### src/rtl/seg_edit_ctrl.sv
// Single-clock edit/run controller for the six-digit seven-segment counter display.
// Turns key levels into press events, edits a BCD preset buffer, strobes a load, and schedules digit scan with cursor blink.
module seg_edit_ctrl #(
  parameter int SCAN_DIV  = 50000,
  parameter int BLINK_DIV = 12500000
) (
  input  logic        clk,
  input  logic        rst,
  input  logic        ld_key,
  input  logic        sel_key,
  input  logic        inc_key,
  input  logic [3:0]  disp_q,
  output logic        edit_mode,
  output logic [2:0]  cur_pos,
  output logic        load_pulse,
  output logic [23:0] load_data,
  output logic [2:0]  scan_pos,
  output logic [5:0]  sel_data,
  output logic [3:0]  seg_bin,
  output logic        blank
);

  localparam int SCAN_W  = $clog2(SCAN_DIV);
  localparam int BLINK_W = $clog2(BLINK_DIV);
  localparam logic [SCAN_W-1:0]  SCAN_LAST  = SCAN_W'(SCAN_DIV - 1);
  localparam logic [BLINK_W-1:0] BLINK_LAST = BLINK_W'(BLINK_DIV - 1);

  typedef enum logic [1:0] {
    ST_RUN    = 2'd0,
    ST_EDIT   = 2'd1,
    ST_COMMIT = 2'd2
  } state_e;

  // Positions are 1-based; 0 and 7 collapse back to position 1.
  function automatic logic [2:0] pos_next(input logic [2:0] p);
    return (p >= 3'd6 || p == 3'd0) ? 3'd1 : p + 3'd1;
  endfunction

  function automatic logic [2:0] pos_idx(input logic [2:0] p);
    return (p >= 3'd1 && p <= 3'd6) ? p - 3'd1 : 3'd0;
  endfunction

  function automatic logic [3:0] bcd_inc(input logic [3:0] d);
    return (d >= 4'd9) ? 4'd0 : d + 4'd1;
  endfunction

  function automatic logic [5:0] pos_sel_n(input logic [2:0] p);
    logic [5:0] s;
    case (p)
      3'd2:    s = 6'b111101;
      3'd3:    s = 6'b111011;
      3'd4:    s = 6'b110111;
      3'd5:    s = 6'b101111;
      3'd6:    s = 6'b011111;
      default: s = 6'b111110;
    endcase
    return s;
  endfunction

  state_e             state_q, state_d;
  logic [2:0]         cur_pos_q, cur_pos_d;
  logic [23:0]        load_data_q, load_data_d;
  logic               load_pulse_q, load_pulse_d;
  logic               edit_mode_q, edit_mode_d;
  logic [2:0]         scan_pos_q, scan_pos_d;
  logic [5:0]         sel_data_q, sel_data_d;
  logic [SCAN_W-1:0]  scan_cnt_q, scan_cnt_d;
  logic [BLINK_W-1:0] blink_cnt_q, blink_cnt_d;
  logic               blink_ph_q, blink_ph_d;
  logic               ld_hist_q, sel_hist_q, inc_hist_q;

  logic       ld_ev, sel_ev, inc_ev;
  logic [2:0] edit_idx, scan_idx;

  assign ld_ev    = ~ld_key  & ld_hist_q;
  assign sel_ev   = ~sel_key & sel_hist_q;
  assign inc_ev   = ~inc_key & inc_hist_q;
  assign edit_idx = pos_idx(cur_pos_q);
  assign scan_idx = pos_idx(scan_pos_q);

  always_comb begin
    state_d     = state_q;
    cur_pos_d   = cur_pos_q;
    load_data_d = load_data_q;
    case (state_q)
      ST_RUN: begin
        if (ld_ev) state_d = ST_EDIT;
      end
      ST_EDIT: begin
        // Commit wins; a simultaneous sel/inc is dropped.
        if (ld_ev) begin
          state_d = ST_COMMIT;
        end else begin
          if (inc_ev)
            load_data_d[{edit_idx, 2'b00} +: 4] = bcd_inc(load_data_q[{edit_idx, 2'b00} +: 4]);
          if (sel_ev)
            cur_pos_d = pos_next(cur_pos_q);
        end
      end
      ST_COMMIT: state_d = ST_RUN;
      default:   state_d = ST_RUN;
    endcase

    edit_mode_d  = (state_d == ST_EDIT);
    load_pulse_d = (state_d == ST_COMMIT);

    scan_cnt_d = scan_cnt_q + SCAN_W'(1);
    scan_pos_d = scan_pos_q;
    if (scan_cnt_q >= SCAN_LAST) begin
      scan_cnt_d = '0;
      scan_pos_d = pos_next(scan_pos_q);
    end
    sel_data_d = pos_sel_n(scan_pos_d);

    // Restart blink visible on every edit entry so the cursor shows immediately.
    blink_cnt_d = blink_cnt_q + BLINK_W'(1);
    blink_ph_d  = blink_ph_q;
    if (state_q == ST_RUN && state_d == ST_EDIT) begin
      blink_cnt_d = '0;
      blink_ph_d  = 1'b1;
    end else if (blink_cnt_q >= BLINK_LAST) begin
      blink_cnt_d = '0;
      blink_ph_d  = ~blink_ph_q;
    end
  end

  always_ff @(posedge clk) begin
    if (rst) begin
      state_q      <= ST_RUN;
      cur_pos_q    <= 3'd1;
      load_data_q  <= '0;
      load_pulse_q <= 1'b0;
      edit_mode_q  <= 1'b0;
      scan_pos_q   <= 3'd1;
      sel_data_q   <= 6'b111110;
      scan_cnt_q   <= '0;
      blink_cnt_q  <= '0;
      blink_ph_q   <= 1'b1;
      ld_hist_q    <= 1'b1;
      sel_hist_q   <= 1'b1;
      inc_hist_q   <= 1'b1;
    end else begin
      state_q      <= state_d;
      cur_pos_q    <= cur_pos_d;
      load_data_q  <= load_data_d;
      load_pulse_q <= load_pulse_d;
      edit_mode_q  <= edit_mode_d;
      scan_pos_q   <= scan_pos_d;
      sel_data_q   <= sel_data_d;
      scan_cnt_q   <= scan_cnt_d;
      blink_cnt_q  <= blink_cnt_d;
      blink_ph_q   <= blink_ph_d;
      ld_hist_q    <= ld_key;
      sel_hist_q   <= sel_key;
      inc_hist_q   <= inc_key;
    end
  end

  assign edit_mode  = edit_mode_q;
  assign cur_pos    = cur_pos_q;
  assign load_pulse = load_pulse_q;
  assign load_data  = load_data_q;
  assign scan_pos   = scan_pos_q;
  assign sel_data   = sel_data_q;
  assign seg_bin    = (state_q == ST_EDIT) ? load_data_q[{scan_idx, 2'b00} +: 4] : disp_q;
  assign blank      = (state_q == ST_EDIT) && (scan_pos_q == cur_pos_q) && !blink_ph_q;

endmodule
### config.mk
export PLATFORM = sky130hd
export DESIGN_NAME = seg_edit_ctrl
export DESIGN_NICKNAME = d
export VERILOG_FILES = /design/src/rtl/seg_edit_ctrl.sv
export SDC_FILE = /design/constraint.sdc
export NUM_CORES = 1
export LEC_CHECK = 0
export ABC_AREA = 1
export BUFFER_PORTS_ARGS = -buffer_cell sky130_fd_sc_hd__buf_4
export CORE_AREA = 2 2 95 97
export DETAILED_ROUTE_END_ITERATION = 6
export DIE_AREA = 0 0 97 99
export GPL_TIMING_DRIVEN = 0
export PLACE_DENSITY = 0.75
export SLEW_MARGIN = 30
export SYNTH_ARGS = -nofsm -noshare
export SYNTH_HDL_FRONTEND = slang
export SYNTH_SLANG_ARGS = --single-unit
### constraint.sdc
create_clock -name clk -period 6.1 [get_ports clk]
set_input_delay 1.22 -clock clk [delete_from_list [all_inputs] [get_ports clk]]
set_output_delay 1.22 -clock clk [all_outputs]
set_load 0.1 [all_outputs]
==> results of run 1 <==
[report_power, final]
group,switching (mW),total [mW],internal (mW)
Sequential,0.00500,0.560,0.555
Clock,0.217,0.411,0.195
Combinational,0.106,0.141,0.0349
[worst max-delay path by stage]
stage / end / from
after floorplan: blank / cur_pos[0]
after global placement: seg_bin[1] / scan_pos[0]
after detailed placement: seg_bin[1] / scan_pos[0]
after CTS: seg_bin[1] / scan_pos[0]
after global routing: seg_bin[1] / scan_pos[0]
final: seg_bin[1] / scan_pos[0]
[routing by layer]
layer  global-route usage  vias to the layer above
met1                0.376                     2077
met4               0.0726                        0
met5                    0                        -
met2                0.389                      163
li1                     -                     2236
met3               0.0376                       12
[Yosys cell counts (2+ instances only)]
master and count:
nand3_2 3, nor3_1 16, or2_0 2, nor3b_1 3
o211ai_1 10, xor2_1 11, a31oi_1 4, a21oi_1 30
buf_2 2, xnor2_1 9, nand2_1 125, dfxtp_1 84
o21ai_1 2, o21ai_0 24, nand3_4 3, nand2_4 2
nor2_2 7, nand4_1 24, a211oi_1 3, buf_6 3
inv_1 86, ha_1 21, nor4_1 6, inv_2 4
nand2_2 7, nand3_1 30, or2_2 5, nor2_1 101
and2_1 2, clkbuf_1 8, nand4_2 3, o22ai_1 2
[cells by family (layout without fill, tap and decap cells)]
kind of cell,after synthesis,count (layout),synth area share
buffers and inverters,104,171,0.0897
flip-flops,84,84,0.363
AO/OA/AOI/OAI,80,80,0.101
XOR/XNOR,20,20,0.0378
AND/OR/NAND/NOR,344,344,0.351
adder cells (fa/ha/maj),21,21,0.0567
[layout make-up]
type	count	area (um^2)
clock inverters	6	71.3
well taps	108	135
repair buffers	51	383
plain buffers	14	77.6
flip-flops and latches	84	1680
clock buffers	10	128
fillers	796	3200
inverters	90	338
multi-input cells	465	2530
[per-stage QoR]
step / power (mW) / std cells / setup slack, ns / area [um^2]
after global routing: 1.15 / 828 / 1.42 / 5350
after global placement: 0.710 / 812 / 2.17 / 5150
after CTS: 1.12 / 828 / 1.73 / 5350
after detailed placement: 0.712 / 812 / 2.15 / 5150
final: 1.11 / 828 / 1.65 / 5350
after floorplan: 0.677 / 653 / 0.421 / 4630
[registers in the layout (all words and copies together) (netlist names)]
signal       count
state_q          2
scan_pos         3
load_pulse       1
sel_hist_q       1
edit_mode        1
ld_hist_q        1
blink_ph_q       1
cur_pos          3
load_data       24
sel_data         6
inc_hist_q       1
scan_cnt_q      16
blink_cnt_q     24
==> impl_results.md, run 1 <==
* Worst Hold End: blink_cnt_q[0]
* Initial Utilization at 0.542
* Worst Hold Path Cells at 1
* Post-synth top area share at 0.363
* DR iter-0 viols at 256
* Worst Tran Pin Value at 0.589 ns
* Overall global routing resource usage at 0.255
* CTS Sinks at 84
* Post-synthesis async set-or-reset flop share at 0
* CTS Root Cell: clkbuf_8
* M1 WL at 5830 um
* CTS H-tree depth at 3
* Synth top area cells: dfxtp_1 (36%), nand2_1 (10%), nor2_1 (8.2%)
* Yosys top cell by area: dfxtp_1
* Pin count of the biggest net entering global routing at 16
* Vias at 4488
* # Post-CTS Setup Buffers at 0
* Worst VDD drop at 0.142 mV
* TNS Setup at 0 ns
* Worst path bufs/invs at 4
* Core area at 8550 um^2
* Crit-path cells: inv_1 -> ha_1 -> nand2_1 -> nand3_1 -> nand2_1 -> nor2_1 -> inv_1 -> clkbuf_1 -> nor2_1 -> o22ai_1 -> nand2_1 -> a31oi_1 -> buf_4
* Worst setup EP type: output pin
* Cell variety after synth at 43
* Leading cell type in the layout, fill and taps excluded: nand2_1
* Share of cells above drive strength 1 at 0.154
* Synth Register Bits at 84
* Via density at 5.42
* Top sig layer: met4
* Worst r2r src: cur_pos[0]
* CTS tree: yes
* Synth Instances at 653
* Grt total ovfl at 0
* Top Family by Delay on Critical Path: buffers and inverters
* 1st-pass router iterations at 5
* Layout area overhead at 15.5%
* Post-synth EDFFs at 0
* Post-DP HPWL at 9330 um
* Min Tclk post-route at 4.45 ns
* DR WL/cell at 14.8 um
* I/O Buffers at 51
* Syn Std Cell Area at 4630 um^2
* Ys flop type: dfxtp_1
* Max Cap Viol at 0
* Setup-failing EPs final at 0
* Pleak at 2.41 nW
* Insertion delay to the later sink of the worst-skew pair at 0.37 ns
* Syn_nets at 683
* First-pass GRT wire length at 19700 um
* Met2 wire length at 5290 um
* I/O Pins at 52
* Outcome: complete, no violations
* RSZ-0062 raised after global routing: false
* Final hold violations at 0
* Reg-to-reg endpoint: load_data[22]
* Sequential fraction of the synthesis area at 0.363
* Crit Path Max Fanout at 10
* Hold wc startpoint: blink_cnt_q[0]
* Highest Clock Rate at 225 MHz
* Rows at 34
* Num CTS Buffers at 9
* Vias in the first global route at 4050
* Min-Delay Path Class: flop to flop
* Critical path's slowest cell: dfxtp_1
* Layout net count at 745
* Clock transition at the registers of the reported paths at 0.09 ns
* Flop-to-flop setup slack at 2.68 ns
* Post-route ant nets at 0
* Worst Skew at 0.0150 ns
* Number of antenna diodes at 0
* WP data required at 4.88 ns
* Pwr dens at 208 nW/um^2
* CP Data Arrival Time at 3.23 ns
* CTS resizes at 0
* Metal3 WL at 957 um
* Clock tree buffer depth at 2
* Fin. max-slew vios at 0
* Final Cycle Share at 0.729
* Startpoint class of the critical path: flop
* Max-Slew Margin vs Limit at 0.607
* Routability Congestion at 1.06
* Die area at 9600 um^2
* Synth warnings at 0
* CTS Hold Buffers Added at 0
* Crit path largest cell delay at 0.50 ns
* Final core occ at 0.625
* Total Wirelength at 12200 um
* Antenna violations before repair at 0
* Die width at 97 um
* CP most frequent cell: nand2_1
* Die Y at 99 um
* Commonest non-fill, non-tap cells in the layout: nand2_1 (125), nor2_1 (101), inv_1 (86)
* Stages on worst setup path at 13
* Worst hold slack at 0.447 ns
* Setup CP Type: flop to output pin
* Worst Reg-to-Reg Cells at 19
* Syn avg cell area at 7.09 um^2
* Post-route DRC at 0
Power figures use the tool's default switching activity.
==> inputs of run 2 (changes only) <==
Clock period 6.1 ns to 4.2 ns, I/O delays scaled along.
==> run 2 against run 1 <==
  * Register-to-register slack lost 1.7 ns
  * Cell count is the same
  * Sequential share of layout area shrank 0.49 points
  * Final area is 1.6% higher
  * Power rose by 48%
  * Critical path depth shrank 1
  * First-iteration DRC count fell by 1.2%
  * Via count fell by 3.2%
  * Combinational power grew 46%
  * Clock skew shrank 0.0044 ns
  * Setup slack got worse by 1.3 ns
  * Non-clock buffer count unchanged
  * Critical path type unchanged
  * Critical endpoint unchanged
  * Largest cell class unchanged
  * Largest power group unchanged
==> impl_results.md, run 2 (synthesis results as in run 1) <==
* I/O Buffers at 51 (unchanged)
* Worst VDD drop at 0.163 mV (+15%)
* Core area at 8550 um^2 (unchanged)
* Multi-input gate area at 2600 um^2 (+2.6%)
* Sequential Area at 1680 um^2 (unchanged)
* Die Y at 99 um (unchanged)
* Antenna violations before repair at 0 (unchanged)
* Layout net count at 745 (unchanged)
* Overall global routing resource usage at 0.229 (-0.0262)
* Setup-failing EPs final at 0 (unchanged)
* Worst setup EP type: output pin
* Worst Tran Pin Value at 0.529 ns (-0.0597 ns)
* Post-DP HPWL at 8470 um (-9.2%)
* CTS H-tree depth at 3 (unchanged)
* CP Data Arrival Time at 3.03 ns (-0.20 ns)
* CTS Sinks at 84 (unchanged)
* Grt total ovfl at 0 (unchanged)
* Die width at 97 um (unchanged)
* # Post-CTS Setup Buffers at 0 (unchanged)
* WP data required at 3.36 ns (-1.52 ns)
* Worst Skew at 0.0106 ns (-0.00443 ns)
* Layout area overhead at 17.3%
* CTS Hold Buffers Added at 0 (unchanged)
* Critical path's slowest cell: dfxtp_1
* Crit Path Max Fanout at 10 (unchanged)
* Number of antenna diodes at 0 (unchanged)
* DR WL/cell at 13.4 um (-9.5%)
* Clock transition at the registers of the reported paths at 0.09 ns (about the same)
* Top Family by Delay on Critical Path: buffers and inverters
* RSZ-0062 raised after global routing: false
* Pin count of the biggest net entering global routing at 16 (unchanged)
* Die area at 9600 um^2 (unchanged)
* Routability Congestion at 0.914 (-14%)
* Final hold violations at 0 (unchanged)
* CTS resizes at 0 (unchanged)
* Num CTS Buffers at 9 (unchanged)
* Pleak at 2.43 nW (+0.66%)
* First-pass GRT wire length at 18000 um (-8.9%)
* Vias at 4345 (-3.2%)
* Insertion delay to the later sink of the worst-skew pair at 0.36 ns (about the same)
* CTS Root Cell: clkbuf_8
* Final Cycle Share at 0.921
* I/O Pins at 52 (unchanged)
* Min-Delay Path Class: flop to flop
* Post-route ant nets at 0 (unchanged)
* Post-route DRC at 0 (unchanged)
* Via density at 5.25 (-3.2%)
* TNS Setup at 0 ns (unchanged)
* Crit-path cells: inv_1 -> ha_1 -> nand2_1 -> nand3_1 -> nand2_1 -> nor2_1 -> inv_1 -> clkbuf_1 -> nand2_1 -> o211ai_1 -> a31oi_4 -> buf_4
* Total Wirelength at 11100 um (-9.5%)
* Vias in the first global route at 3877 (-4.3%)
* Setup CP Type: flop to output pin
* Outcome: complete, no violations
* Rows at 34 (unchanged)
* Fin. max-slew vios at 0 (unchanged)
* Commonest non-fill, non-tap cells in the layout: nand2_1 (125), nor2_1 (101), inv_1 (86)
* Min Tclk post-route at 3.87 ns
* Clock tree buffer depth at 2 (unchanged)
* Max Cap Viol at 0 (unchanged)
* Pwr dens at 304 nW/um^2 (+46%)
* Initial Utilization at 0.542 (unchanged)
* Max-Slew Margin vs Limit at 0.647 (+0.0398)
* Crit path largest cell delay at 0.40 ns (-0.10 ns)
* Startpoint class of the critical path: flop
* Worst hold slack at 0.446 ns (-0.000540 ns)
* Leading cell type in the layout, fill and taps excluded: nand2_1
* Fillers at 786 (-1.3%)
* CP most frequent cell: nand2_1
* Worst path bufs/invs at 4 (unchanged)
* DR iter-0 viols at 253 (-1.2%)
* Highest Clock Rate at 259 MHz
* Share of cells above drive strength 1 at 0.163 (+0.00833)
* Final core occ at 0.635 (+0.00995)
* Final Cell Area at 5430 um^2 (+1.6%)
* CTS tree: yes
* 1st-pass router iterations at 7 (+2)
* Post-DP Area at 5220 um^2 (+1.3%)
-- run 2: layout make-up --
type | count | area share
inverters | 90 | 0.0622
clock inverters | 5 | 0.0122
clock buffers | 11 | 0.0279
well taps | 108 | 0.0249
plain buffers | 14 | 0.0143
flip-flops and latches | 84 | 0.310
repair buffers | 51 | 0.0705
multi-input cells | 465 | 0.479
-- run 2: stage by stage --
stage	instances	setup slack [ns]	total power, mW
floorplan	653	0.0540	0.992
global placement	812	0.787	1.03
detailed placement	812	0.722	1.04
CTS	828	0.330	1.66
global route	828	0.137	1.72
finish	828	0.333	1.65
-- run 2: routing by layer --
layer,global-route usage,up-vias,share of wire
met5,0,-,0
met4,0.0780,0,0.021
met3,0.0468,20,0.053
met2,0.404,106,0.48
met1,0.278,1982,0.45
li1,-,2237,-
-- run 2: path summary, 6_finish.rpt --
path                                startpoint        endpoint  slack (ns)  depth (start not counted)
worst max-delay path               scan_pos[0]      seg_bin[1]        0.33                         12
worst min register to register  blink_cnt_q[0]  blink_cnt_q[0]        0.45                          1
worst min-delay path            blink_cnt_q[0]  blink_cnt_q[0]        0.45                          1
worst max register to register      cur_pos[0]    load_data[6]        0.97                         19
-- run 2: worst register-to-register path, cell delays in order (launching register included) --
cell	delay (ns)
dfxtp_1	0.49
inv_1	0.14
buf_2	0.22
ha_1	0.24
inv_1	0.07
nand2_1	0.06
nand2_1	0.15
nand3_2	0.12
nor2_2	0.21
o211ai_1	0.14
nand2_2	0.12
inv_1	0.07
ha_1	0.19
inv_1	0.05
nand2_1	0.10
nor2_2	0.14
nor2_1	0.06
nor2_2	0.21
nand4_1	0.21
a21oi_1	0.18
-- run 2: where the power goes --
part | internal, mW | total, mW | switching [mW]
sequential | 0.806 | 0.813 | 0.00763
clock | 0.315 | 0.630 | 0.315
combinational | 0.0546 | 0.206 | 0.152
